`src/rtl/nibble_adder_seq.sv`:
```
// Multi-cycle WIDTH-bit add/subtract built from one external 4-bit 74283 slice,
// processed one nibble per clock, LSB nibble first, with a registered ripple carry.
module nibble_adder_seq #(
    parameter int WIDTH = 16
) (
    input  logic             clk,
    input  logic             rst_n,
    input  logic             start,
    input  logic             sub,
    input  logic [WIDTH-1:0] a,
    input  logic [WIDTH-1:0] b,
    output logic             busy,
    output logic             done,
    output logic [WIDTH-1:0] result,
    output logic             cout,
    output logic             overflow,
    output logic             zero,
    output logic [3:0]       add_a,
    output logic [3:0]       add_b,
    output logic             add_cin,
    input  logic [3:0]       add_sum,
    input  logic             add_cout,
    output logic [1:0]       dbg_state
);

    localparam int NIB = WIDTH / 4;
    localparam int IW  = (NIB > 1) ? $clog2(NIB) : 1;

    typedef enum logic [1:0] {
        S_IDLE = 2'd0,
        S_RUN  = 2'd1,
        S_DONE = 2'd2
    } state_t;

    state_t            state;
    state_t            state_nxt;
    logic [WIDTH-1:0]  a_r;
    logic [WIDTH-1:0]  b_r;
    logic              carry_r;
    logic [IW-1:0]     idx;
    logic              accept;
    logic              last;

    // Handshake: start is only honoured in IDLE or DONE; while RUN it is ignored.
    // done is a one-cycle pulse that qualifies result/cout/overflow/zero.
    assign accept = start && ((state == S_IDLE) || (state == S_DONE));
    assign last   = (state == S_RUN) && (idx == IW'(NIB - 1));

    always_ff @(posedge clk or negedge rst_n) begin
        if (!rst_n) begin
            state <= S_IDLE;
        end else begin
            state <= state_nxt;
        end
    end

    always_comb begin
        state_nxt = state;
        case (state)
            S_IDLE:  if (start) state_nxt = S_RUN;
            S_RUN:   if (last) state_nxt = S_DONE;
            S_DONE:  state_nxt = start ? S_RUN : S_IDLE;
            default: state_nxt = S_IDLE;
        endcase
    end

    // Adder inputs come straight from registers so the slice sees a full cycle.
    always_comb begin
        busy      = 1'b0;
        done      = 1'b0;
        add_a     = 4'd0;
        add_b     = 4'd0;
        add_cin   = 1'b0;
        dbg_state = state;
        case (state)
            S_RUN: begin
                busy    = 1'b1;
                add_a   = a_r[{idx, 2'b00} +: 4];
                add_b   = b_r[{idx, 2'b00} +: 4];
                add_cin = carry_r;
            end
            S_DONE:  done = 1'b1;
            default: ;
        endcase
    end

    // Subtraction is A + ~B + 1: the +1 enters as the initial carry.
    always_ff @(posedge clk or negedge rst_n) begin
        if (!rst_n) begin
            a_r      <= '0;
            b_r      <= '0;
            carry_r  <= 1'b0;
            idx      <= '0;
            result   <= '0;
            cout     <= 1'b0;
            overflow <= 1'b0;
            zero     <= 1'b0;
        end else if (accept) begin
            a_r      <= a;
            b_r      <= sub ? ~b : b;
            carry_r  <= sub;
            idx      <= '0;
            result   <= '0;
            cout     <= 1'b0;
            overflow <= 1'b0;
            zero     <= 1'b0;
        end else if (state == S_RUN) begin
            result[{idx, 2'b00} +: 4] <= add_sum;
            carry_r                   <= add_cout;
            if (last) begin
                cout     <= add_cout;
                overflow <= (a_r[WIDTH-1] == b_r[WIDTH-1]) && (add_sum[3] != a_r[WIDTH-1]);
                zero     <= (add_sum == 4'd0) && (result[WIDTH-5:0] == '0);
            end else begin
                idx <= idx + 1'b1;
            end
        end
    end

endmodule

```
`config.mk`:
```
export PLATFORM = sky130hd
export DESIGN_NAME = nibble_adder_seq
export DESIGN_NICKNAME = d
export VERILOG_FILES = /design/src/rtl/nibble_adder_seq.sv
export SDC_FILE = /design/constraint.sdc
export NUM_CORES = 1
export LEC_CHECK = 0
export CAP_MARGIN = 30
export CORE_ASPECT_RATIO = 1.2
export CORE_MARGIN = 2
export CORE_UTILIZATION = 40
export CTS_CLUSTER_SIZE = 28
export DETAILED_ROUTE_END_ITERATION = 7
export GPL_TIMING_DRIVEN = 0
export PLACE_DENSITY = 0.75
export REMOVE_ABC_BUFFERS = 1
export SYNTH_ARGS = -nofsm -noshare
export SYNTH_HDL_FRONTEND = slang
export SYNTH_SLANG_ARGS = --single-unit
```
`constraint.sdc`:
```
create_clock -name clk -period 1.9 [get_ports clk]
set_input_delay 0.57 -clock clk [delete_from_list [all_inputs] [get_ports clk]]
set_output_delay 0.57 -clock clk [all_outputs]
set_load 0.02 [all_outputs]
```
* Yosys cells after proc, flatten, opt, wreduce, memory -nomap -nowiden
Cells that the tools add are included.
** Word-level totals
- Input bits :: 41
- Register bits after elaboration :: 56
- Output and inout bits :: 32
** Cells by class
- Shifts and indexed selects :: 4
- Equal/unequal tests :: 8
- Bitwise gates (word level) :: 1
- Multiplexer cells :: 27
- $add $sub $neg :: 2
- Reductions and logical operators :: 13
** Operators with widths (number)
- 16-bit two-way mux :: 3
- 16-bit by 5-bit indexed part select with 4-bit output :: 2
- 16-bit bitwise mux :: 1
- 16-bit NOT :: 1
- 4-bit by 6-bit variable shift with 16-bit output, first input constant :: 1
- 4-bit by 6-bit indexed part select with 16-bit output :: 1
- 1-bit two-way mux :: 15
- 12-bit logical NOT :: 1
- 2-bit two-way mux :: 5
- 4-bit two-way mux :: 2
- 2-bit != test, second input constant :: 3
- 4-bit negation with 6-bit output :: 1
- 2-bit case mux with 3 select lines :: 1
- 2-bit AND reduction :: 3
- 2-bit == test, second input constant :: 2
- 1-bit logical AND :: 4
- 4-bit logical NOT :: 1
- 2-bit nonzero test :: 2
- 2-bit by 1-bit adder with 2-bit output, second input constant :: 1
- 2-bit by 1-bit == test with 1-bit output, second input constant :: 1
- 2-bit logical NOT :: 1
- 1-bit == test :: 1
- 1-bit logical OR :: 1
- 1-bit != test :: 1

* Longest topological paths before layout
Gate-level depths: netlist of run 1.
- Word-level depth :: 5
- Depth in mapped cells :: 6
- Depth with buffers taken out :: 5

* Least setup slack after synthesis of run 1
No wires, ideal clock.
- Path type :: reg2out
- Start :: register idx[0]
- End :: output port add_a[0]
- Data required time :: 1.330 ns
- Setup slack :: 0.015 ns
- Data arrival time :: 1.315 ns
- Stages on the path, launching flop included :: 4
- Cell sequence :: dfrtp_1 buf_6 mux4_2 and2_1
** Between the ends
- Word-level cells in the longest chain between the ends :: 2
** RTL lines
- start: declaration :: line 40 : logic [IW-1:0] idx;
- start signal: assignment :: line 115 : idx <= idx + 1'b1;
- 16-bit by 5-bit indexed part select with 4-bit output :: line 78 : add_a = a_r[{idx, 2'b00} +: 4];
- 4-bit two-way mux :: line 75 : case (state)
- end: declaration :: line 18 : output logic [3:0] add_a,
No other way between the ends.

* Worst setup path after layout of run 1
- Start :: register idx[0]
- End :: output port add_a[2]
Same word-level chain as after synthesis.

==> results of run 1 <==
## registers in the layout, indices dropped and copies added (netlist names), 2 cells and up
name       count
a_r           16
idx            2
dbg_state      2
b_r           16
result        16
## layout make-up
type	instances	area [um^2]	share of cell area [%]
Clock buffer	6	82.6	2.16
Clock inverter	2	13.8	0.361
Inverter	4	22.5	0.590
Multi-Input combinational cell	183	1270	33.3
Sequential cell	56	1410	36.9
Tap cell	85	106	2.79
Timing Repair Buffer	87	912	23.9
## cell usage after synthesis (all sizes together)
library cell	count	area, um^2
nand2	74	278
dfrtp	56	1400
o21ai	23	115
xnor2	17	149
a22o	12	105
buf	10	61.3
and2	9	56.3
mux4	8	188
nand3	7	35.0
nor2	6	22.5
ha	5	62.6
nor4	5	46.3
a21oi	4	23.8
inv	4	15.0
clkbuf	3	11.3
and3b	2	18.8
nand2b	2	12.5
nand3b	2	18.8
nor2b	2	12.5
a31oi	1	6.26
and3	1	6.26
nand4bb	1	11.3
nor3b	1	7.51
o2bb2ai	1	8.76
## metrics by stage
| stage | total power, mW | setup TNS (ns) | worst slack (ns) |
|---|---|---|---|
| 2_1_floorplan | 3.47 | -1.66 | -0.173 |
| 3_3_place_gp | 4.39 | -126.19 | -1.39 |
| 3_5_place_dp | 4.48 | -20.61 | -0.858 |
| 4_1_cts | 5.63 | -2.70 | -0.346 |
| 5_1_grt | 6.12 | -3.07 | -0.401 |
| 6_report | 5.73 | -2.69 | -0.344 |
## power groups by stage
stage	Sequential (mW)	Combinational (mW)	Clock, mW
after floorplan	2.07	1.40	0
after global placement	2.04	2.35	0
after detailed placement	2.05	2.42	0
after CTS	2.00	2.91	0.715
after global routing	2.05	3.31	0.754
final	1.99	3.05	0.693
## kinds of logic after synthesis
logic type      Yosys count  share of synthesized area (%)
buf+inv                  17                           3.28
mux                       8                           7.02
xor+xnor                 17                           5.57
compound gates           41                           9.69
simple gates            112                           19.7
flops                    56                           52.4
fa+ha+maj                 5                           2.34
## metal layers
layer	track usage, %	part of all wire [%]
met1	21.4	42
met2	30.9	50
met3	3.57	4.8
met4	7.16	3.4
met5	0	0
## cell usage in the layout, fill, tap and decap left out, types with 2 or more instances in the layout
cell and count:
clkdlybuf4s50_1 39, dfrtp_1 53, buf_4 10, clkbuf_8 6, and2_4 8, dfrtp_2 2
nor2_1 5, nand2b_4 2, buf_2 2, a22o_1 12, dlygate4sd2_1 7, ha_1 2
nand3_1 7, nor4_1 4, buf_6 10, dlymetal6s2s_1 15, o21ai_0 23, a21oi_1 3
inv_6 2, xnor2_1 17, mux4_2 8, ha_4 2, nand2_1 74, buf_12 3
## how the worst min path moves through the flow
stage / to / slack, ns / depth (start not counted)
2_1_floorplan: a_r[0] / 0.27 / 0
3_3_place_gp: a_r[3] / 0.45 / 2
3_5_place_dp: a_r[0] / 0.46 / 2
4_1_cts: result[4] / 0.16 / 1
5_1_grt: zero / 0.16 / 1
6_report: result[4] / 0.15 / 1
## critical path, delay by kind of cell (launching register included)
family / cells / cell delay, ns
buffers and inverters: 2 / 0.26
flip-flops: 1 / 0.47
multiplexers: 1 / 0.49
AND/OR/NAND/NOR: 1 / 0.15
## what timing repair did
action | CTS | global route
endpoints found under the setup margin | 34 | 55
hold buffers | 0 | 0
buffers inserted | 9 | 4
resized for setup | 89 | 26
cloned | 0 | 0
hold endpoints to repair | 0 | 0
pin swaps | 8 | 0
==> results.toml, run 1 <==
[clock_tree]
cts_tree = "done"
clockRootBuffer = "clkbuf_8"
cts.sinks = 56
path_clk_slew_ns = 0.10
cts_max_level = 2
clk_latency_ns = 0.31
cts_inserted_buffers = 5
cts_buffer_depth = 2

[critical_path]
path_class = "reg2out"
worstPathArrival_ns = 1.67
setup.worst_path.start_class = "flip-flop"
slowest_delay_ns = 0.49
r2r-end = "result[7]"
crit_end = "add_a[2]"
ff2ff_path_depth = 7
worstPathCellList = "buf_8, mux4_2, and2_4, buf_6"
crit_path_max_fanout = 5
startpoint = "idx[0]"
r2r_start = "idx[0]"
cp_slowest_cell = "mux4_2"
reg2reg_slack_ns = 0.06
worstPathRequired_ns = 1.33
cp-end-kind = "output pin"

[sta]
rsz0062_at_grt = "yes"
fmax_mhz = 446
worst_hold_slack_ns = 0.153
setup_ws_ns = -0.344
finalHoldViolCount = 0
worst_slew_pin_slew_ns = 0.881
skew_ns = 0.00651
finalSetupViolCount = 8
slew_headroom_pct = 41.2
finalCriticalPeriod_ns = 2.24
fin_crit_sh_pct = 118
drv_slew = 0

[grt]
overflow = 0
grt_first_pass_wirelength_mm = 10.2
grt_max_degree = 58
antenna_found_initial = 0
grt_use_total_pct = 17.7
grt_pass1_vias = 2202

[placed_design]
portBuffers = 72
place_congestion = 0.777
dpl_cell_area_mm2 = 0.00346
hpwlAfterDp_mm = 4.11
dp.cells = 402

[layout]
final_util_pct = 59.2
fin_cells = 423
syn_to_final_growth_pct = 42.8
fin_area_mm2 = 0.00382
drive_above_1_share_pct = 20.4
antennaDiodeCount = 0
layout.nets = 383
num-fill-cells = 537

[power_and_ir_drop]
clkPwrFrac_pct = 12.1
power.density_mw_per_mm2 = 1500
seq_power_share_pct = 34.6
intPower_mw = 3.54
p_leak_nw = 1.99
switching_share_pct = 38.2
power_frac_comb_pct = 53.3
p_sw_mw = 2.19
ir_drop_mv = 0.798

[drt]
ant_nets = 0
avgRoutedWirePerCell_um = 14.6
viasPerCell = 4.97
routed_wl_mm = 6.19
vias = 2102
first_iter_violations = 120
firstDrtPassIters = 4
drc = 0

[yosys]
synth.distinct_cells = 32
synth_seq_cells = 56
synth_area_mm2 = 0.00267
synth_area_per_cell_um2 = 10.4
synth.yosys.seq_area_share_pct = 52.4
synth_cells = 256
synth-warning-count = 0

[floorplan]
die_x_um = 78.6
die_h_um = 93.5
core.rowCount = 32
start_util_pct = 41.5
die_area_mm2 = 0.00735
core_mm2 = 0.00645
pin_count = 73

[outcome]
run_status = "complete, but fails checks"
failed_checks = "negative setup slack"

[hold_path]
hold_class = "in2async"

[flow_run]
drv_cap = 0
Power figures use the tool's default switching activity.
==> inputs of run 2 (changes only) <==
- PLACE_DENSITY: 0.75 -> 0.72
==> results.toml, run 2 (synthesis results as in run 1) <==
[sta]
finalSetupViolCount = 8
rsz0062_at_grt = "yes"
finalCriticalPeriod_ns = 2.24
setup_tns_ns = -2.63
slew_headroom_pct = 40.2
setup_ws_ns = -0.339
worst_slew_pin_slew_ns = 0.896
skew_ns = 0.00675
fmax_mhz = 447
fin_crit_sh_pct = 118
drv_slew = 0
finalHoldViolCount = 0

[power_and_ir_drop]
power.density_mw_per_mm2 = 1500
p_leak_nw = 1.92
ir_drop_mv = 0.723

[floorplan]
die_area_mm2 = 0.00735
die_x_um = 78.6
start_util_pct = 41.5
core.rowCount = 32
pin_count = 73
die_h_um = 93.5
core_mm2 = 0.00645

[critical_path]
setup.worst_path.start_class = "flip-flop"
ff2ff_path_depth = 7
path_class = "reg2out"
worstPathCellList = "buf_12, mux4_2, and2_4, buf_6"
worstPathArrival_ns = 1.67
slowest_delay_ns = 0.50
reg2reg_slack_ns = 0.12
r2r-end = "result[4]"
cp-end-kind = "output pin"
path_depth = 4
cp_top_family = "multiplexers"
worstPathRequired_ns = 1.33
r2r_start = "idx[0]"
cp_slowest_cell = "mux4_2"
crit_buf_inv = 2
crit_path_max_fanout = 7

[clock_tree]
cts_hold_buf = 0
path_clk_slew_ns = 0.10
cts_inserted_buffers = 5
cts_tree = "done"
clk_latency_ns = 0.31
clockRootBuffer = "clkbuf_8"
cts.sinks = 56
cts_max_level = 2
cts_buffer_depth = 2

[grt]
grt_max_degree = 41
grt_use_total_pct = 17.4
grt_pass1_vias = 2082
grt_first_pass_wirelength_mm = 10.1
overflow = 0
antenna_found_initial = 0

[drt]
drc = 0
first_iter_violations = 92
firstDrtPassIters = 4
vias = 2130
ant_nets = 0
routed_wl_mm = 6.18
avgRoutedWirePerCell_um = 14.6
viasPerCell = 5.02

[layout]
final_util_pct = 59.4
reg.largest.list = "a_r x16, b_r x16, result x16"
antennaDiodeCount = 0
syn_to_final_growth_pct = 43.2
layout_common_cells = "nand2_1, dfrtp_1, clkdlybuf4s50_1, o21ai_0, xnor2_1"
mostFrequentLayoutCell = "nand2_1"
layout.nets = 384
drive_above_1_share_pct = 21.2

[placed_design]
hpwlAfterDp_mm = 4.08
pre_cts_ws_ns = -0.879
place_congestion = 0.757
portBuffers = 72

[flow_run]
drv_cap = 0

[outcome]
failed_checks = "negative setup slack"
run_status = "complete, but fails checks"

[hold_path]
hold_class = "in2async"
-- run 2: timing repair --
action / CTS / global route
cloned: 0 / 1
endpoints found under the setup margin: 31 / 36
setup buffers: 8 / 6
pin swaps: 8 / 2
resized for setup: 84 / 28
-- run 2: report_power, final --
group | leakage (nW) | internal [mW] | switching [mW]
Clock | 0.0434 | 0.296 | 0.387
Combinational | 1.16 | 1.58 | 1.48
Sequential | 0.716 | 1.66 | 0.320
-- run 2: metal layers --
metal | vias up | wire length, um | share of wire [%] | track usage (%)
met1 | 1024 | 2650 | 43 | 23.0
met4 | 0 | 85 | 1.4 | 5.41
met3 | 11 | 310 | 5.0 | 3.19
li1 | 1031 | - | - | -
met2 | 64 | 3140 | 51 | 29.2
met5 | - | 0 | 0 | 0
-- run 2: per-stage QoR --
step | instance area, um^2 | hold slack [ns] | power, mW | instances
finish | 3830 | 0.199 | 5.72 | 424
CTS | 3700 | 0.209 | 5.60 | 418
global placement | 3430 | 0.450 | 4.40 | 400
floorplan | 2600 | 0.274 | 3.47 | 243
detailed placement | 3470 | 0.454 | 4.49 | 402
global route | 3830 | 0.222 | 6.12 | 424
-- run 2: final cells by class --
class                           instances  area [um^2]
Clock inverter                          2         15.0
Fill cell                             550         2620
Timing Repair Buffer                   87          907
Tap cell                               85          106
Inverter                                4         25.0
Multi-Input combinational cell        184         1280
Clock buffer                            6         82.6
Sequential cell                        56         1410
-- run 2: how the worst max path moves through the flow --
stage | from | endpoint | slack (ns)
finish | idx[0] | add_b[3] | -0.34
detailed placement | idx[0] | add_b[3] | -0.88
CTS | idx[0] | add_b[3] | -0.33
global route | idx[0] | add_b[0] | -0.39
floorplan | idx[0] | add_a[3] | -0.17
global placement | rst_n | b_r[14] | -1.41
